**src/rtl/twc_pkg.sv**
```systemverilog
// twc_pkg: shared widths, FSM state encoding, multiplier latency and the
// fixed order in which the four real partial products are issued.
package twc_pkg;

  localparam int A_W_DEF            = 8;
  localparam int W_W_DEF            = 9;
  localparam int P_W_DEF            = 17;
  localparam int MUL_LATENCY        = 18;
  // Flush must outlast one full stale multiplier operation plus its valid pulse.
  localparam int FLUSH_CYCLES_DEF   = MUL_LATENCY + 2;
  localparam int TIMEOUT_CYCLES_DEF = 32;

  typedef enum logic [2:0] {
    ST_FLUSH  = 3'd0,
    ST_IDLE   = 3'd1,
    ST_ISSUE  = 3'd2,
    ST_WAIT   = 3'd3,
    ST_GAP    = 3'd4,
    ST_OUTPUT = 3'd5
  } twc_state_e;

  // Product order: k0 = a_re*w_re, k1 = a_im*w_im, k2 = a_re*w_im, k3 = a_im*w_re.
  localparam logic [1:0] K_RE_RE = 2'd0;
  localparam logic [1:0] K_IM_IM = 2'd1;
  localparam logic [1:0] K_RE_IM = 2'd2;
  localparam logic [1:0] K_IM_RE = 2'd3;
  localparam logic [1:0] K_LAST  = K_IM_RE;

  // Operand 0 is the imaginary sample component for k1 and k3.
  function automatic logic op0_is_im(input logic [1:0] k);
    return (k == K_IM_IM) || (k == K_IM_RE);
  endfunction

  // Operand 1 is the imaginary twiddle component for k1 and k2.
  function automatic logic op1_is_im(input logic [1:0] k);
    return (k == K_IM_IM) || (k == K_RE_IM);
  endfunction

  // Only a_im*w_im is subtracted (from the real part).
  function automatic logic acc_sub(input logic [1:0] k);
    return (k == K_IM_IM);
  endfunction

  // The cross products k2 and k3 feed the imaginary accumulator.
  function automatic logic acc_to_im(input logic [1:0] k);
    return (k == K_RE_IM) || (k == K_IM_RE);
  endfunction

endpackage

```
**src/rtl/twc_accum.sv**
```systemverilog
// twc_accum: real/imaginary (P_W+1)-bit accumulators with synchronous clear,
// add/subtract select and target select. nxt_*_o expose the post-update value
// so the parent can register the final result in the same cycle as capture.
module twc_accum
  import twc_pkg::*;
#(
  parameter int P_W = P_W_DEF
) (
  input  logic         clk,
  input  logic         rst_n,
  input  logic         clr_i,
  input  logic         en_i,
  input  logic         sub_i,
  input  logic         sel_im_i,
  input  logic [P_W-1:0] p_i,
  output logic [P_W:0] nxt_re_o,
  output logic [P_W:0] nxt_im_o
);

  logic [P_W:0] acc_re_q;
  logic [P_W:0] acc_im_q;
  logic [P_W:0] p_ext;
  logic [P_W:0] addend;

  // Sign-extend the product; wraparound is modulo 2^(P_W+1).
  assign p_ext    = {p_i[P_W-1], p_i};
  assign addend   = sub_i ? (-p_ext) : p_ext;
  assign nxt_re_o = (en_i && !sel_im_i) ? (acc_re_q + addend) : acc_re_q;
  assign nxt_im_o = (en_i &&  sel_im_i) ? (acc_im_q + addend) : acc_im_q;

  // Accumulator registers: clear on new operand accept, otherwise take next value.
  always_ff @(posedge clk or negedge rst_n) begin
    if (!rst_n) begin
      acc_re_q <= '0;
      acc_im_q <= '0;
    end else if (clr_i) begin
      acc_re_q <= '0;
      acc_im_q <= '0;
    end else begin
      acc_re_q <= nxt_re_o;
      acc_im_q <= nxt_im_o;
    end
  end

endmodule

```
**src/rtl/twiddle_cmul_ctrl.sv**
```systemverilog
// twiddle_cmul_ctrl: computes y = a*w by time-sharing one external sequential
// multiplier (start / data_valid handshake), issuing four real products with a
// mandatory idle cycle between them and accumulating into re/im.
// Optional feature macro: CMUL_TIMEOUT_EN (WAIT-state timeout with sticky err).
module twiddle_cmul_ctrl
  import twc_pkg::*;
#(
  parameter int A_W            = A_W_DEF,
  parameter int W_W            = W_W_DEF,
  parameter int P_W            = P_W_DEF,
  parameter int FLUSH_CYCLES   = FLUSH_CYCLES_DEF,
  parameter int TIMEOUT_CYCLES = TIMEOUT_CYCLES_DEF
) (
  input  logic           clk,
  input  logic           rst_n,
  input  logic           in_valid,
  output logic           in_ready,
  input  logic [A_W-1:0] a_re,
  input  logic [A_W-1:0] a_im,
  input  logic [W_W-1:0] w_re,
  input  logic [W_W-1:0] w_im,
  output logic           out_valid,
  input  logic           out_ready,
  output logic [P_W:0]   y_re,
  output logic [P_W:0]   y_im,
  output logic           busy,
  output logic           err,
  output logic           mul_start,
  output logic [A_W-1:0] mul_in0,
  output logic [W_W-1:0] mul_in1,
  input  logic           mul_valid,
  input  logic [P_W-1:0] mul_out
);

  localparam int FC_W = $clog2(FLUSH_CYCLES + 1);

  twc_state_e     state_q;
  logic [FC_W-1:0] flush_cnt_q;
  logic [1:0]     k_q;
  logic [1:0]     k_next;
  logic [A_W-1:0] a_re_q;
  logic [A_W-1:0] a_im_q;
  logic [W_W-1:0] w_re_q;
  logic [W_W-1:0] w_im_q;
  logic           mul_valid_q;
  logic           in_ready_q;
  logic           out_valid_q;
  logic           busy_q;
  logic           mul_start_q;
  logic [A_W-1:0] mul_in0_q;
  logic [W_W-1:0] mul_in1_q;
  logic [P_W:0]   y_re_q;
  logic [P_W:0]   y_im_q;
  logic [P_W:0]   acc_re_nxt;
  logic [P_W:0]   acc_im_nxt;
  logic           accept;
  logic           mul_done;
  logic           capture;

`ifdef CMUL_TIMEOUT_EN
  localparam int TO_W = $clog2(TIMEOUT_CYCLES);
  logic [TO_W-1:0] wait_cnt_q;
  logic            err_q;
  assign err = err_q;
`else
  assign err = 1'b0;
`endif

  // A valid level already high on WAIT entry is stale; only a rising edge counts.
  assign mul_done = mul_valid & ~mul_valid_q;
  assign accept   = in_valid & in_ready_q;
  assign capture  = (state_q == ST_WAIT) & mul_done;
  assign k_next   = k_q + 2'd1;

  assign in_ready  = in_ready_q;
  assign out_valid = out_valid_q;
  assign busy      = busy_q;
  assign mul_start = mul_start_q;
  assign mul_in0   = mul_in0_q;
  assign mul_in1   = mul_in1_q;
  assign y_re      = y_re_q;
  assign y_im      = y_im_q;

  twc_accum #(
    .P_W (P_W)
  ) u_accum (
    .clk      (clk),
    .rst_n    (rst_n),
    .clr_i    (accept),
    .en_i     (capture),
    .sub_i    (acc_sub(k_q)),
    .sel_im_i (acc_to_im(k_q)),
    .p_i      (mul_out),
    .nxt_re_o (acc_re_nxt),
    .nxt_im_o (acc_im_nxt)
  );

  // Sequencer FSM with all handshake and multiplier-facing outputs registered.
  always_ff @(posedge clk or negedge rst_n) begin
    if (!rst_n) begin
      state_q     <= ST_FLUSH;
      flush_cnt_q <= '0;
      k_q         <= 2'd0;
      a_re_q      <= '0;
      a_im_q      <= '0;
      w_re_q      <= '0;
      w_im_q      <= '0;
      mul_valid_q <= 1'b0;
      in_ready_q  <= 1'b0;
      out_valid_q <= 1'b0;
      busy_q      <= 1'b0;
      mul_start_q <= 1'b0;
      mul_in0_q   <= '0;
      mul_in1_q   <= '0;
      y_re_q      <= '0;
      y_im_q      <= '0;
`ifdef CMUL_TIMEOUT_EN
      wait_cnt_q  <= '0;
      err_q       <= 1'b0;
`endif
    end else begin
      mul_valid_q <= mul_valid;
      mul_start_q <= 1'b0;
      case (state_q)
        ST_FLUSH: begin
          if (flush_cnt_q == FC_W'(FLUSH_CYCLES - 1)) begin
            flush_cnt_q <= '0;
            state_q     <= ST_IDLE;
            in_ready_q  <= 1'b1;
            busy_q      <= 1'b0;
          end else begin
            flush_cnt_q <= flush_cnt_q + 1'b1;
            busy_q      <= 1'b1;
          end
        end
        ST_IDLE: begin
          if (in_valid) begin
            a_re_q      <= a_re;
            a_im_q      <= a_im;
            w_re_q      <= w_re;
            w_im_q      <= w_im;
            k_q         <= K_RE_RE;
            in_ready_q  <= 1'b0;
            busy_q      <= 1'b1;
            mul_start_q <= 1'b1;
            mul_in0_q   <= a_re;
            mul_in1_q   <= w_re;
            state_q     <= ST_ISSUE;
`ifdef CMUL_TIMEOUT_EN
            err_q       <= 1'b0;
`endif
          end
        end
        ST_ISSUE: begin
          state_q <= ST_WAIT;
`ifdef CMUL_TIMEOUT_EN
          wait_cnt_q <= '0;
`endif
        end
        ST_WAIT: begin
          if (mul_done) begin
            if (k_q == K_LAST) begin
              out_valid_q <= 1'b1;
              y_re_q      <= acc_re_nxt;
              y_im_q      <= acc_im_nxt;
              state_q     <= ST_OUTPUT;
            end else begin
              state_q <= ST_GAP;
            end
          end
`ifdef CMUL_TIMEOUT_EN
          else if (wait_cnt_q == TO_W'(TIMEOUT_CYCLES - 2)) begin
            err_q       <= 1'b1;
            out_valid_q <= 1'b1;
            y_re_q      <= '0;
            y_im_q      <= '0;
            state_q     <= ST_OUTPUT;
          end else begin
            wait_cnt_q <= wait_cnt_q + 1'b1;
          end
`endif
        end
        ST_GAP: begin
          k_q         <= k_next;
          mul_start_q <= 1'b1;
          mul_in0_q   <= op0_is_im(k_next) ? a_im_q : a_re_q;
          mul_in1_q   <= op1_is_im(k_next) ? w_im_q : w_re_q;
          state_q     <= ST_ISSUE;
        end
        ST_OUTPUT: begin
          if (out_ready) begin
            out_valid_q <= 1'b0;
            in_ready_q  <= 1'b1;
            busy_q      <= 1'b0;
            state_q     <= ST_IDLE;
          end
        end
        default: begin
          state_q <= ST_FLUSH;
        end
      endcase
    end
  end

endmodule
```
**config.mk**
```make
export PLATFORM = sky130hd
export DESIGN_NAME = twiddle_cmul_ctrl
export DESIGN_NICKNAME = d
export VERILOG_FILES = /design/src/rtl/twc_pkg.sv /design/src/rtl/twc_accum.sv /design/src/rtl/twiddle_cmul_ctrl.sv
export SDC_FILE = /design/constraint.sdc
export NUM_CORES = 1
export LEC_CHECK = 0
export BUFFER_PORTS_ARGS = -buffer_cell sky130_fd_sc_hd__clkbuf_2
export CORE_ASPECT_RATIO = 0.9
export CORE_MARGIN = 2
export CORE_UTILIZATION = 50
export DETAILED_ROUTE_END_ITERATION = 7
export PLACE_DENSITY = 0.72
export SETUP_SLACK_MARGIN = 0.5
export SYNTH_ARGS = -nofsm -noshare
export SYNTH_HDL_FRONTEND = slang
export SYNTH_SLANG_ARGS = --single-unit
export TNS_END_PERCENT = 20
```
**constraint.sdc**
```tcl
create_clock -name clk -period 4.8 [get_ports clk]
set_input_delay 0.96 -clock clk [delete_from_list [all_inputs] [get_ports clk]]
set_output_delay 0.96 -clock clk [all_outputs]
set_load 0.05 [all_outputs]
```
==> impl_metrics.yaml, run 1 <==
timing:
  worstMarginPinSlew_ps: 1030
  setup_repair_after_global_routing_missed_its_margin: "yes"
  final_hold_viol_count: 0
  peak_freq_mhz: 243
  worst_slew_margin_rel: 0.316
  skew_ps: 8.00
  fin_crit_sh: 0.859
  setup_violations: 0
  finalMaxSlewViolations: 0
  totalNegativeSetupSlack_ps: 0
  post_layout_min_period_ps: 4120
yosys:
  asyncSetResetFlopFracSynth: 1.00
  synthesis.nets: 952
  edff_count_synth: 0
  postSynth.topFlopCell: "sky130_fd_sc_hd__dfrtp_1"
  synthesis.area_um2: 7630
  synthDistinctLibCells: 60
  post_synth_inst_count: 855
  ys.warnings.count: 0
  sequential_to_total_area_share_from_yosys_stat: 0.452
  post_synth.cell_area_avg_um2: 8.93
  count_of_state_elements_after_synthesis: 138
floorplan:
  std_cell_rows: 42
  dieWidth_um: 134
  num_io_pins: 114
  initial_core_util: 0.515
  dieArea_um2: 16300
  fp.dieH_um: 121
  core_region_um2: 14800
global_routing:
  grt_pass1_vias: 6289
  global_route_usage_sum: 0.240
  antenna_violations_before_repair: 0
  grt.overflow.total: 0
  grt_start_max_net_pins: 111
  first_pass_grt_wire_length_mm: 30.9
cts:
  clock_sinks: 138
  clk_transition_reported_paths_ps: 60
  cts.path.max_buffers: 2
  cts_hold_buffers: 0
  clkLatencyLatePin_ps: 430
  tritoncts.num_buffers: 17
  clock_tree_from_tritoncts: "yes"
  h-tree-depth: 4
  ctsRootBufferMaster: "sky130_fd_sc_hd__clkbuf_16"
layout:
  mostFrequentLayoutCell: "sky130_fd_sc_hd__nand2_1"
  num-nets-final: 1062
  post_route_cells_drive_above_1_share: 0.180
  final_design_area_no_fill_um2: 9070
  fillers: 1346
  syn2layout_area_growth_pct: 18.8
  num_antenna_cells: 0
  final_cell_mix: "sky130_fd_sc_hd__nand2_1, sky130_fd_sc_hd__dfrtp_1, sky130_fd_sc_hd__clkbuf_2"
  final-instance-count-excl-fill: 1176
setup_path:
  worstPathRequired_ps: 5150
  worstPathArrival_ps: 4470
  crit_family: "compound AO/OA/AOI/OAI gates"
  cp_max_fo: 4
  timing.critical_path.cells: "clkbuf_2, inv_1, ha_1, nand2b_1, or4_1, or2_1, or3_4, o31ai_4, xnor2_2, ha_1, a21o_1, a211o_1, a211oi_1, o21ai_1, a21o_1, a21oi_2, mux2i_1"
  timing.critical_path.slowest_stage_cell: "sky130_fd_sc_hd__or3_4"
  critical-path-max-stage-delay_ps: 440
  critical_path.startpoint_type: "primary input"
  critPathBufInv: 2
  worst-setup-path-type: "in2reg"
  setup.worst_path.end_class: "flop"
drt:
  drt_wl_total_mm: 18.4
  route.antenna.remaining_nets: 0
  wire_length_per_cell_after_detailed_routing_um: 15.7
  drt_first_pass_iters: 5
  drtIter0Drc: 371
  viasPerCell: 5.52
  num_vias: 6495
  drc: 0
power_and_ir_drop:
  design_power_total_uw: 5460
  p_per_cell_area_nw_per_um2: 602
  total_leakage_power_uw: 0.00448
  worst_ir_drop_vdd_v: 0.000558
placed_design:
  dp_hpwl_mm: 12.7
  io_buffer_count: 112
  finalWeightedCongestion: 0.924
  post_place_cell_area_um2: 8420
  numPlacedInstances: 1143
outcome:
  run_status: "completed"
flow_run:
  cap_viol_max_count: 0
worst_hold_path:
  worstHoldPathType: "reg2reg"
-- report_power, final --
part / switching (uW) / internal, uW
clock: 504 / 842
sequential: 217 / 1480
combinational: 1550 / 856
-- worst paths after layout --
path                                 start                   end  slack (ps)  cells after the start
worst max-delay path            mul_out[0]  u_accum.acc_re_q[17]         680                     17
worst min-delay path             a_im_q[7]             a_im_q[7]         470                      2
worst max register to register      k_q[0]              y_im[15]        1170                     13
worst min register to register   a_im_q[7]             a_im_q[7]         470                      2
max in group asynchronous            rst_n             w_im_q[7]        3090                      2
min in group asynchronous            rst_n               y_im[3]         640                      1
-- timing repair --
item,in CTS,in global routing
setup buffers,0,1
pin swaps,0,3
endpoints found under the hold margin,0,0
endpoints found under the setup margin,1,7
resized for setup,1,7
-- synthesized netlist by cell type (all sizes together), types with 7 or more instances --
cell type,count,share of area
nand2,210,0.10
dfrtp,138,0.45
o21ai,72,0.047
nor2,55,0.027
a21oi,49,0.032
ha,39,0.064
xnor2,34,0.039
clkbuf,32,0.016
mux2i,26,0.034
inv,19,0.0093
a21o,15,0.015
nand3,13,0.0092
xor2,11,0.013
nor3,10,0.0072
o211ai,10,0.0098
a22oi,9,0.0089
a211oi,7,0.0069
a31oi,7,0.0057
nand2b,7,0.0057
nand4,7,0.0057
or4,7,0.0074
-- state kept, by name, summed over array words and instances, names as in the netlist --
name              cells
in_ready              1
busy                  1
u_accum.acc_im_q     18
y_im                 18
w_im_q                9
mul_in1               9
state_q               3
out_valid             1
a_re_q                8
a_im_q                8
flush_cnt_q           5
mul_valid_q           1
mul_in0               8
u_accum.acc_re_q     18
mul_start             1
y_re                 18
w_re_q                9
k_q                   2
-- routing by layer --
metal	vias up	share of wire	track usage
li1	3200	-	-
met1	3079	0.48	0.327
met2	187	0.44	0.369
met3	29	0.060	0.0685
met4	0	0.018	0.0803
met5	-	0	0
-- stage by stage --
stage	setup slack, ps	hold WS (ps)	util
floorplan	520	445	-
global placement	162	453	0.568
detailed placement	47.6	460	0.568
CTS	538	474	0.609
global route	438	493	0.612
finish	677	472	0.612
-- kinds of logic after synthesis --
family                     count (synthesis)  synth area share
AOI/OAI and AO/OA                        207             0.165
adders and majority gates                 41            0.0692
other                                      1          0.000491
muxes                                     30            0.0420
DFF                                      138             0.452
buffers and inverters                     56            0.0289
xor gates and xnor gates                  45            0.0516
and+or+nand+nor                          337             0.190
-- layout make-up --
type	instances	area [um2]	area share
flip-flops and latches	138	3450	0.381
multi-input cells	661	4010	0.442
clock inverters	11	144	0.0159
inverters	19	71.3	0.00786
well taps	198	248	0.0273
clock buffers	21	460	0.0508
repair buffers	128	687	0.0757
-- worst min-delay path: stages, from the launching register on --
cell and delay, ps:
sky130_fd_sc_hd__dfrtp_1 340, sky130_fd_sc_hd__nand2_1 50, sky130_fd_sc_hd__nand2_1 50
No activity file was read; power rests on OpenSTA's default activity.
==> run 2, diff against run 1 <==
--- a/config.mk
+++ b/config.mk
@@ -8,9 +8,9 @@
 export BUFFER_PORTS_ARGS = -buffer_cell sky130_fd_sc_hd__clkbuf_2
 export CORE_ASPECT_RATIO = 0.9
 export CORE_MARGIN = 2
-export CORE_UTILIZATION = 50
+export CORE_UTILIZATION = 58
 export DETAILED_ROUTE_END_ITERATION = 7
-export PLACE_DENSITY = 0.72
+export PLACE_DENSITY = 0.82
 export SETUP_SLACK_MARGIN = 0.5
 export SYNTH_ARGS = -nofsm -noshare
 export SYNTH_HDL_FRONTEND = slang
==> run 2 against run 1 <==
  * Die area fell by 13%
  * First-iteration DRC count rose by 23%
  * Hold slack improved by 0.54 ps
  * Clock skew fell by 2.0 ps
  * Register-to-register slack improved by 80 ps
  * Final cell count fell by 2.9%
  * Critical path depth did not move
  * Setup slack got worse by 23 ps
  * Via count rose by 2.0%
==> impl_metrics.yaml, run 2 (synthesized netlist as in run 1, its figures left out) <==
outcome:
  run_status: "completed"
floorplan:
  core_region_um2: 12800
  num_io_pins: 114
  std_cell_rows: 39
  initial_core_util: 0.597
  dieWidth_um: 125
  dieArea_um2: 14100
  fp.dieH_um: 113
power_and_ir_drop:
  design_power_total_uw: 5520
  p_per_cell_area_nw_per_um2: 611
  worst_ir_drop_vdd_v: 0.000451
  total_leakage_power_uw: 0.00449
timing:
  fin_crit_sh: 0.864
  hold-worst-slack_ps: 473
  worst_slew_margin_rel: 0.244
  peak_freq_mhz: 241
  post_layout_min_period_ps: 4150
  finalMaxSlewViolations: 0
  final_hold_viol_count: 0
  worstMarginPinSlew_ps: 1120
  final_critical_path_setup_slack_ps: 655
  setup_violations: 0
  totalNegativeSetupSlack_ps: 0
  setup_repair_after_global_routing_missed_its_margin: "yes"
  skew_ps: 6.01
cts:
  cts.path.max_buffers: 2
  clock_tree_from_tritoncts: "yes"
  clk_transition_reported_paths_ps: 60
  clock_sinks: 138
  ctsRootBufferMaster: "sky130_fd_sc_hd__clkbuf_16"
  h-tree-depth: 4
  tritoncts.num_buffers: 17
  clkLatencyLatePin_ps: 430
  cts_hold_buffers: 0
setup_path:
  critical_path.startpoint_type: "primary input"
  timing.critical_path.cells: "clkbuf_2, inv_1, ha_1, nand2b_1, or4_1, or2_1, or3_4, o31ai_4, xnor2_2, ha_1, a21o_1, a211o_1, a211oi_1, o21ai_1, a21o_1, a21oi_2, mux2i_1"
  timing.critical_path.slowest_stage_cell: "sky130_fd_sc_hd__or4_1"
  worstPathArrival_ps: 4500
  rr_endpoint: "u_accum.acc_im_q[16]"
  worstPathRequired_ps: 5150
  cp_max_fo: 3
  setup.worst_path.end_class: "flop"
  critical-path-max-stage-delay_ps: 430
  worst-setup-path-type: "in2reg"
  rr_worst_depth: 14
  r2r-start: "k_q[1]"
  r2r_setup_slack_ps: 1250
drt:
  drtIter0Drc: 456
  drt_wl_total_mm: 18.5
  num_vias: 6628
  route.antenna.remaining_nets: 0
  wire_length_per_cell_after_detailed_routing_um: 16.2
  viasPerCell: 5.80
  drt_first_pass_iters: 5
  drc: 0
worst_hold_path:
  whs_endpoint: "w_im_q[7]"
  holdPathStages: 2
  worstHoldPathType: "reg2reg"
  hold_path.startpoint: "w_im_q[7]"
global_routing:
  grt.overflow.total: 0
  first_pass_grt_wire_length_mm: 31.4
  global_route_usage_sum: 0.277
  grt_start_max_net_pins: 60
  grt_pass1_vias: 6368
  antenna_violations_before_repair: 0
layout:
  final_cell_mix: "sky130_fd_sc_hd__nand2_1, sky130_fd_sc_hd__dfrtp_1, sky130_fd_sc_hd__clkbuf_2"
  post_route_cells_drive_above_1_share: 0.181
  num_antenna_cells: 0
  mostFrequentLayoutCell: "sky130_fd_sc_hd__nand2_1"
  syn2layout_area_growth_pct: 18.3
  num-nets-final: 1062
placed_design:
  io_buffer_count: 112
  finalWeightedCongestion: 0.905
  dp_worst_setup_slack_ps: 43.9
  dp_hpwl_mm: 13.0
flow_run:
  cap_viol_max_count: 0
## run 2: what timing repair did
action                                  4_1_cts  5_1_grt
pin swaps                                     0        2
endpoints found under the setup margin        1        3
resized for setup                             1        7
setup buffers                                 0        2
## run 2: power by group
part | internal (uW) | switching, uW
sequential | 1480 | 229
clock | 834 | 521
combinational | 862 | 1590
total | 3180 | 2340
## run 2: critical path, delay by kind of cell
kind            cells  cell delay, ps
mux                 1             190
xor+xnor            1             160
buf+inv             2             180
fa+ha+maj           2             450
compound gates      7            1360
simple gates        4            1190
## run 2: worst max path at each step
stage,from,to,cells past startpoint
6_report,mul_out[0],u_accum.acc_re_q[17],17
5_1_grt,mul_out[0],u_accum.acc_re_q[16],18
4_1_cts,mul_out[0],u_accum.acc_re_q[17],17
3_5_place_dp,mul_out[0],u_accum.acc_re_q[17],17
3_3_place_gp,mul_out[0],u_accum.acc_re_q[17],17
2_1_floorplan,mul_out[1],u_accum.acc_re_q[17],16
## run 2: layout make-up
| cell class | count | area (um2) |
|---|---|---|
| clock buffers | 19 | 443 |
| clock inverters | 13 | 166 |
| flip-flops and latches | 138 | 3450 |
| repair buffers | 128 | 687 |
| well taps | 164 | 205 |
| fillers | 1030 | 3760 |
| multi-input cells | 661 | 4000 |
| inverters | 19 | 71.3 |
## run 2: stage by stage
step                utilization  cells  cell area (um2)
floorplan                     -    855             7630
global placement          0.654   1108             8370
detailed placement        0.654   1108             8370
CTS                       0.702   1140             8980
global route              0.706   1142             9030
finish                    0.706   1142             9030
## run 2: layer usage
metal / share of wire / vias up / global-route usage
li1: - / 3194 / -
met1: 0.45 / 3195 / 0.384
met2: 0.46 / 214 / 0.441
met3: 0.067 / 25 / 0.0747
met4: 0.014 / 0 / 0.0711
met5: 0 / - / 0
